--- config.mk ---
export PLATFORM = sky130hd
export DESIGN_NAME = alu_share_ctrl
export DESIGN_NICKNAME = d
export VERILOG_FILES = /design/src/rtl/alu_share_ctrl.sv
export SDC_FILE = /design/constraint.sdc
export NUM_CORES = 1
export LEC_CHECK = 0
export ABC_AREA = 1
export CAP_MARGIN = 20
export CORE_ASPECT_RATIO = 0.6
export CORE_UTILIZATION = 38
export DETAILED_ROUTE_END_ITERATION = 12
export PLACE_DENSITY_LB_ADDON = 0.05
export SETUP_SLACK_MARGIN = 0.1
export SLEW_MARGIN = 20
export SYNTH_ARGS = -nofsm -noshare
export SYNTH_HDL_FRONTEND = slang
export SYNTH_SLANG_ARGS = --single-unit
export TNS_END_PERCENT = 10
--- constraint.sdc ---
create_clock -name clk -period 1.4 [get_ports clk]
set_clock_uncertainty 0.2 [all_clocks]
set_input_delay 0.42 -clock clk [delete_from_list [all_inputs] [get_ports clk]]
set_output_delay 0.42 -clock clk [all_outputs]
set_load 0.05 [all_outputs]
--- src/rtl/alu_share_ctrl.sv ---
//-----------------------------------------------------------------------------
// alu_share_ctrl
//   Two-requester round-robin arbiter and sequencer for a shared 4-bit ALU.
//   Accepts one operation at a time, holds the ALU inputs for SETTLE cycles,
//   captures the result and returns it through a held response handshake.
//
// Ports
//   clk, reset                 clock, asynchronous active-high reset
//   req_valid[1:0]             per-requester request
//   req_op0/1, req_a0/1, req_b0/1  select and operands from requester 0/1
//   req_ready[1:0]             one-hot accept (combinational, IDLE only)
//   rsp_valid[1:0]             one-hot response valid to the owner
//   rsp_ready[1:0]             per-requester response accept
//   rsp_y, rsp_z               captured ALU result / flag
//   alu_a, alu_b, alu_c1, alu_c0   registered ALU inputs
//   alu_y, alu_z               ALU result / flag
//   busy                       high while an operation is in flight
//
// Revision: 1.0 initial release
//-----------------------------------------------------------------------------
`default_nettype none

module alu_share_ctrl #(
  parameter int SETTLE = 1
) (
  input  logic       clk,
  input  logic       reset,
  input  logic [1:0] req_valid,
  input  logic [1:0] req_op0,
  input  logic [1:0] req_op1,
  input  logic [3:0] req_a0,
  input  logic [3:0] req_a1,
  input  logic [3:0] req_b0,
  input  logic [3:0] req_b1,
  output logic [1:0] req_ready,
  output logic [1:0] rsp_valid,
  input  logic [1:0] rsp_ready,
  output logic [3:0] rsp_y,
  output logic       rsp_z,
  output logic [3:0] alu_a,
  output logic [3:0] alu_b,
  output logic       alu_c1,
  output logic       alu_c0,
  input  logic [3:0] alu_y,
  input  logic       alu_z,
  output logic       busy
);

  localparam logic [3:0] SETTLE_CNT = 4'(SETTLE);

  typedef enum logic [1:0] {
    S_IDLE  = 2'd0,
    S_ISSUE = 2'd1,
    S_RESP  = 2'd2
  } state_t;

  state_t     state_q;
  logic       owner_q;
  logic       ptr_q;
  logic [3:0] cnt_q;
  logic [3:0] a_q;
  logic [3:0] b_q;
  logic [1:0] op_q;
  logic [3:0] y_q;
  logic       z_q;
  logic [1:0] rsp_valid_q;
  logic       busy_q;

  // Arbitration: a lone requester wins; on contention the pointer decides.
  logic       win_d;
  logic [1:0] gnt_d;

  always_comb begin
    win_d = (req_valid == 2'b10) || ((req_valid == 2'b11) && ptr_q);
    gnt_d = 2'b00;
    if (req_valid != 2'b00) begin
      gnt_d = win_d ? 2'b10 : 2'b01;
    end
  end

  assign req_ready = (state_q == S_IDLE) ? gnt_d : 2'b00;

  always_ff @(posedge clk or posedge reset) begin
    if (reset) begin
      state_q     <= S_IDLE;
      owner_q     <= 1'b0;
      ptr_q       <= 1'b0;
      cnt_q       <= 4'd0;
      a_q         <= 4'd0;
      b_q         <= 4'd0;
      op_q        <= 2'b00;
      y_q         <= 4'd0;
      z_q         <= 1'b0;
      rsp_valid_q <= 2'b00;
      busy_q      <= 1'b0;
    end else begin
      unique case (state_q)
        S_IDLE: begin
          if (req_valid != 2'b00) begin
            a_q     <= win_d ? req_a1 : req_a0;
            b_q     <= win_d ? req_b1 : req_b0;
            op_q    <= win_d ? req_op1 : req_op0;
            owner_q <= win_d;
            ptr_q   <= ~win_d;
            cnt_q   <= SETTLE_CNT;
            busy_q  <= 1'b1;
            state_q <= S_ISSUE;
          end
        end
        S_ISSUE: begin
          cnt_q <= cnt_q - 4'd1;
          // Last settle edge: the ALU has had SETTLE cycles on stable inputs.
          if (cnt_q == 4'd1) begin
            y_q         <= alu_y;
            z_q         <= alu_z;
            rsp_valid_q <= owner_q ? 2'b10 : 2'b01;
            state_q     <= S_RESP;
          end
        end
        S_RESP: begin
          // Only the owner's ready completes the response.
          if (rsp_ready[owner_q]) begin
            rsp_valid_q <= 2'b00;
            busy_q      <= 1'b0;
            state_q     <= S_IDLE;
          end
        end
        default: begin
          state_q <= S_IDLE;
        end
      endcase
    end
  end

  assign rsp_valid = rsp_valid_q;
  assign rsp_y     = y_q;
  assign rsp_z     = z_q;
  assign alu_a     = a_q;
  assign alu_b     = b_q;
  assign alu_c1    = op_q[1];
  assign alu_c0    = op_q[0];
  assign busy      = busy_q;

endmodule

`default_nettype wire
==> summary.txt <==
Final Cycle Share - 1.31
Ranking of synthesized cells by area - dfrtp_1, nand2_1, nand3_1
Pin count of the biggest net entering global routing - 27
Worst slew pin tran - 0.251 ns
#FFs+latches synth - 26
Seq pwr share - 0.253
Top-count cell post-synth - nand2_1
Failing checks - setup timing
Crit path max fanout - 2
CP top delay family - flip-flops
Mapped Area - 1240 um2
Max_slew headroom - 0.832
Multi-input logic area - 577 um2
Leakage Power - 1.10 nW
Die Area - 3520 um2
Clock Power Share - 0.072
CP max stage delay - 0.41 ns
Layout cell share with drive strength beyond 1 - 0.321
Fin util - 0.773
Finish-stage setup viols - 34
Fin crit period - 1.83 ns
Cell Int Power - 3.26 mW
Final slew viol count - 0
FF-to-FF path depth - 7
Synthesized net count - 185
Worst r2r src - state_q[1]
Synth cell types - 19
Final hold vios - 0
Global-route wire length before repair - 5870 um
Clock buffer depth - 2
GPL Wtd Cong - 0.715
Top Ports - 51
Avg WL per Cell - 14.3 um
FF/Latch Area - 652 um2
Nets - 258
Syn Area/Cell - 8.19 um2
CP max-delay cell - dfrtp_1
# clock sinks - 26
Vias/cell - 4.88
DP Area - 2100 um2
Required time of the critical path - 0.78 ns
Worst setup margin - -0.434 ns
Placed Cells - 252
Cells after Synth - 152
Area growth, synth to finish - 85.2%
First-pass detailed-route iteration total - 4
Initial antenna violation count - 0
Critical path buffers and inverters - 3
Rows - 15
Power per cell area - 2620 nW/um2
RSZ-0062 raised after global routing - yes
Switch Pwr - 2.77 mW
Fmax - 545 MHz
Crit path launch type - register
Core Box Area - 2980 um2
Main synth FF type - dfrtp_1
Post-synth EDFFs - 0
Num CTS Buffers - 3
IO Port Bufs - 50
Initial core utilization - 0.417
Yosys top cell by area - dfrtp_1
Max_cap viols - 0
Yosys warning count - 0
Fraction of registers with async set/reset - 1.00
Worst setup EP type - output port
Filler cell count - 179
Logic pwr share - 0.675
Die X - 75.9 um
Seq/Total Area, Yosys - 0.523
Worst path cell trace - inv_2 > a21boi_2 > nand2_2 > clkinvlp_4 > buf_12
Worst hold path type - in2async
Status - finished, violations left
Final TNS setup - -2.80 ns
CP Depth - 5
Fin cells - 266
Top cell type's share of synthesized area - 0.523
GRT Total Usage - 0.233
H-tree levels - 1
DR iter-0 viols - 97
Fin area - 2310 um2
Routed Antenna Nets - 0
CP Launch Point - ptr_q
CTS tree - done
Clock Latency Late Sink - 0.27 ns
Commonest cells post-synth - nand2_1, nand3_1, dfrtp_1, inv_1, nor2_1
Root Driver - clkbuf_8
Maximum VDD drop - 1.38 mV
Routed via count - 1297
Pwr Total - 6.03 mW
Critical Setup Path Class - reg2out
Sw Share - 0.459
Diodes inserted - 0
Number of global-route vias before repair - 1307
Data arrival, critical path - 1.21 ns
Clock transition at path regs - 0.09 ns
Die height - 46.3 um
Post-DP HPWL - 2660 um
DRC violations left - 0
Final WL - 3800 um
Grt total ovfl - 0
## power by group through the flow
stage | Sequential (mW) | Combinational, mW | Clock (mW)
after floorplan | 2.23 | 1.19 | 0
after global placement | 1.49 | 3.58 | 0
after detailed placement | 1.52 | 3.68 | 0
after CTS | 1.52 | 3.92 | 0.438
final | 1.53 | 4.07 | 0.431
after global routing | 1.57 | 4.32 | 0.469
## timing repair
action	CTS	global route
pin swaps	11	6
hold buffers	0	0
setup buffers	6	4
cloned	0	0
setup endpoints to repair	45	46
gates resized for setup	22	9
## cell families (layout without fill, tap and decap cells)
group / Yosys count / after routing / share of synthesized area
AND/OR/NAND/NOR: 101 / 101 / 0.362
buffers and inverters: 17 / 89 / 0.0613
adder cells (fa/ha/maj): 2 / 2 / 0.0201
flip-flops: 26 / 26 / 0.523
AO/OA/AOI/OAI: 6 / 6 / 0.0342
## metrics by stage
stage	setup slack, ns	hold slack [ns]
floorplan	-0.218	0.260
global placement	-0.662	0.290
detailed placement	-0.688	0.295
CTS	-0.433	0.291
global route	-0.498	0.300
finish	-0.434	0.283
## layout make-up
type                    count  area share
clock buffers               4      0.0195
inverters                  12      0.0260
multi-input cells         109       0.250
flip-flops and latches     26       0.283
well taps                  42      0.0228
repair buffers             73       0.399
## worst register-to-register path, delay by kind of cell, from the launching register on
| family | cells | cell delay, ns |
|---|---|---|
| simple gates | 3 | 0.30 |
| buf+inv | 3 | 0.36 |
| flops | 1 | 0.44 |
| compound gates | 1 | 0.08 |
## placed cells by master, fill, tap and decap left out, types with 2 or more instances in the layout
master and n:
inv_1 6, nand2_1 48, inv_2 2, nor2_4 3
nand3_2 2, dfrtp_1 25, clkdlybuf4s50_1 28, o21ai_0 2
buf_6 8, nor2_1 5, clkinvlp_4 2, buf_4 13
clkbuf_8 3, buf_12 21, nand2_2 6, ha_1 2
nand3_1 34
## layer usage
| metal | vias up | GRT usage | routed length, um |
|---|---|---|---|
| met5 | - | 0 | 0 |
| met4 | 0 | 0.0370 | 18 |
| met3 | 2 | 0.0525 | 258 |
| met2 | 57 | 0.425 | 1920 |
| met1 | 607 | 0.289 | 1600 |
| li1 | 631 | - | - |
## registers in the layout, summed over array words and instances (netlist names)
| name | count |
|---|---|
| op_q | 2 |
| state_q | 2 |
| alu_b | 4 |
| rsp_valid | 2 |
| alu_a | 4 |
| rsp_z | 1 |
| owner_q | 1 |
| ptr_q | 1 |
| cnt_q | 4 |
| rsp_y | 4 |
| busy | 1 |
## worst paths after layout
kind,end,slack (ns)
max in group asynchronous,state_q[1],0.56
min,rsp_y[0],0.28
max reg2reg,alu_a[0],-0.09
max,req_ready[1],-0.43
min in group clk,rsp_valid[1],0.32
min reg2reg,rsp_valid[1],0.32
Power figures use the tool's default switching activity.
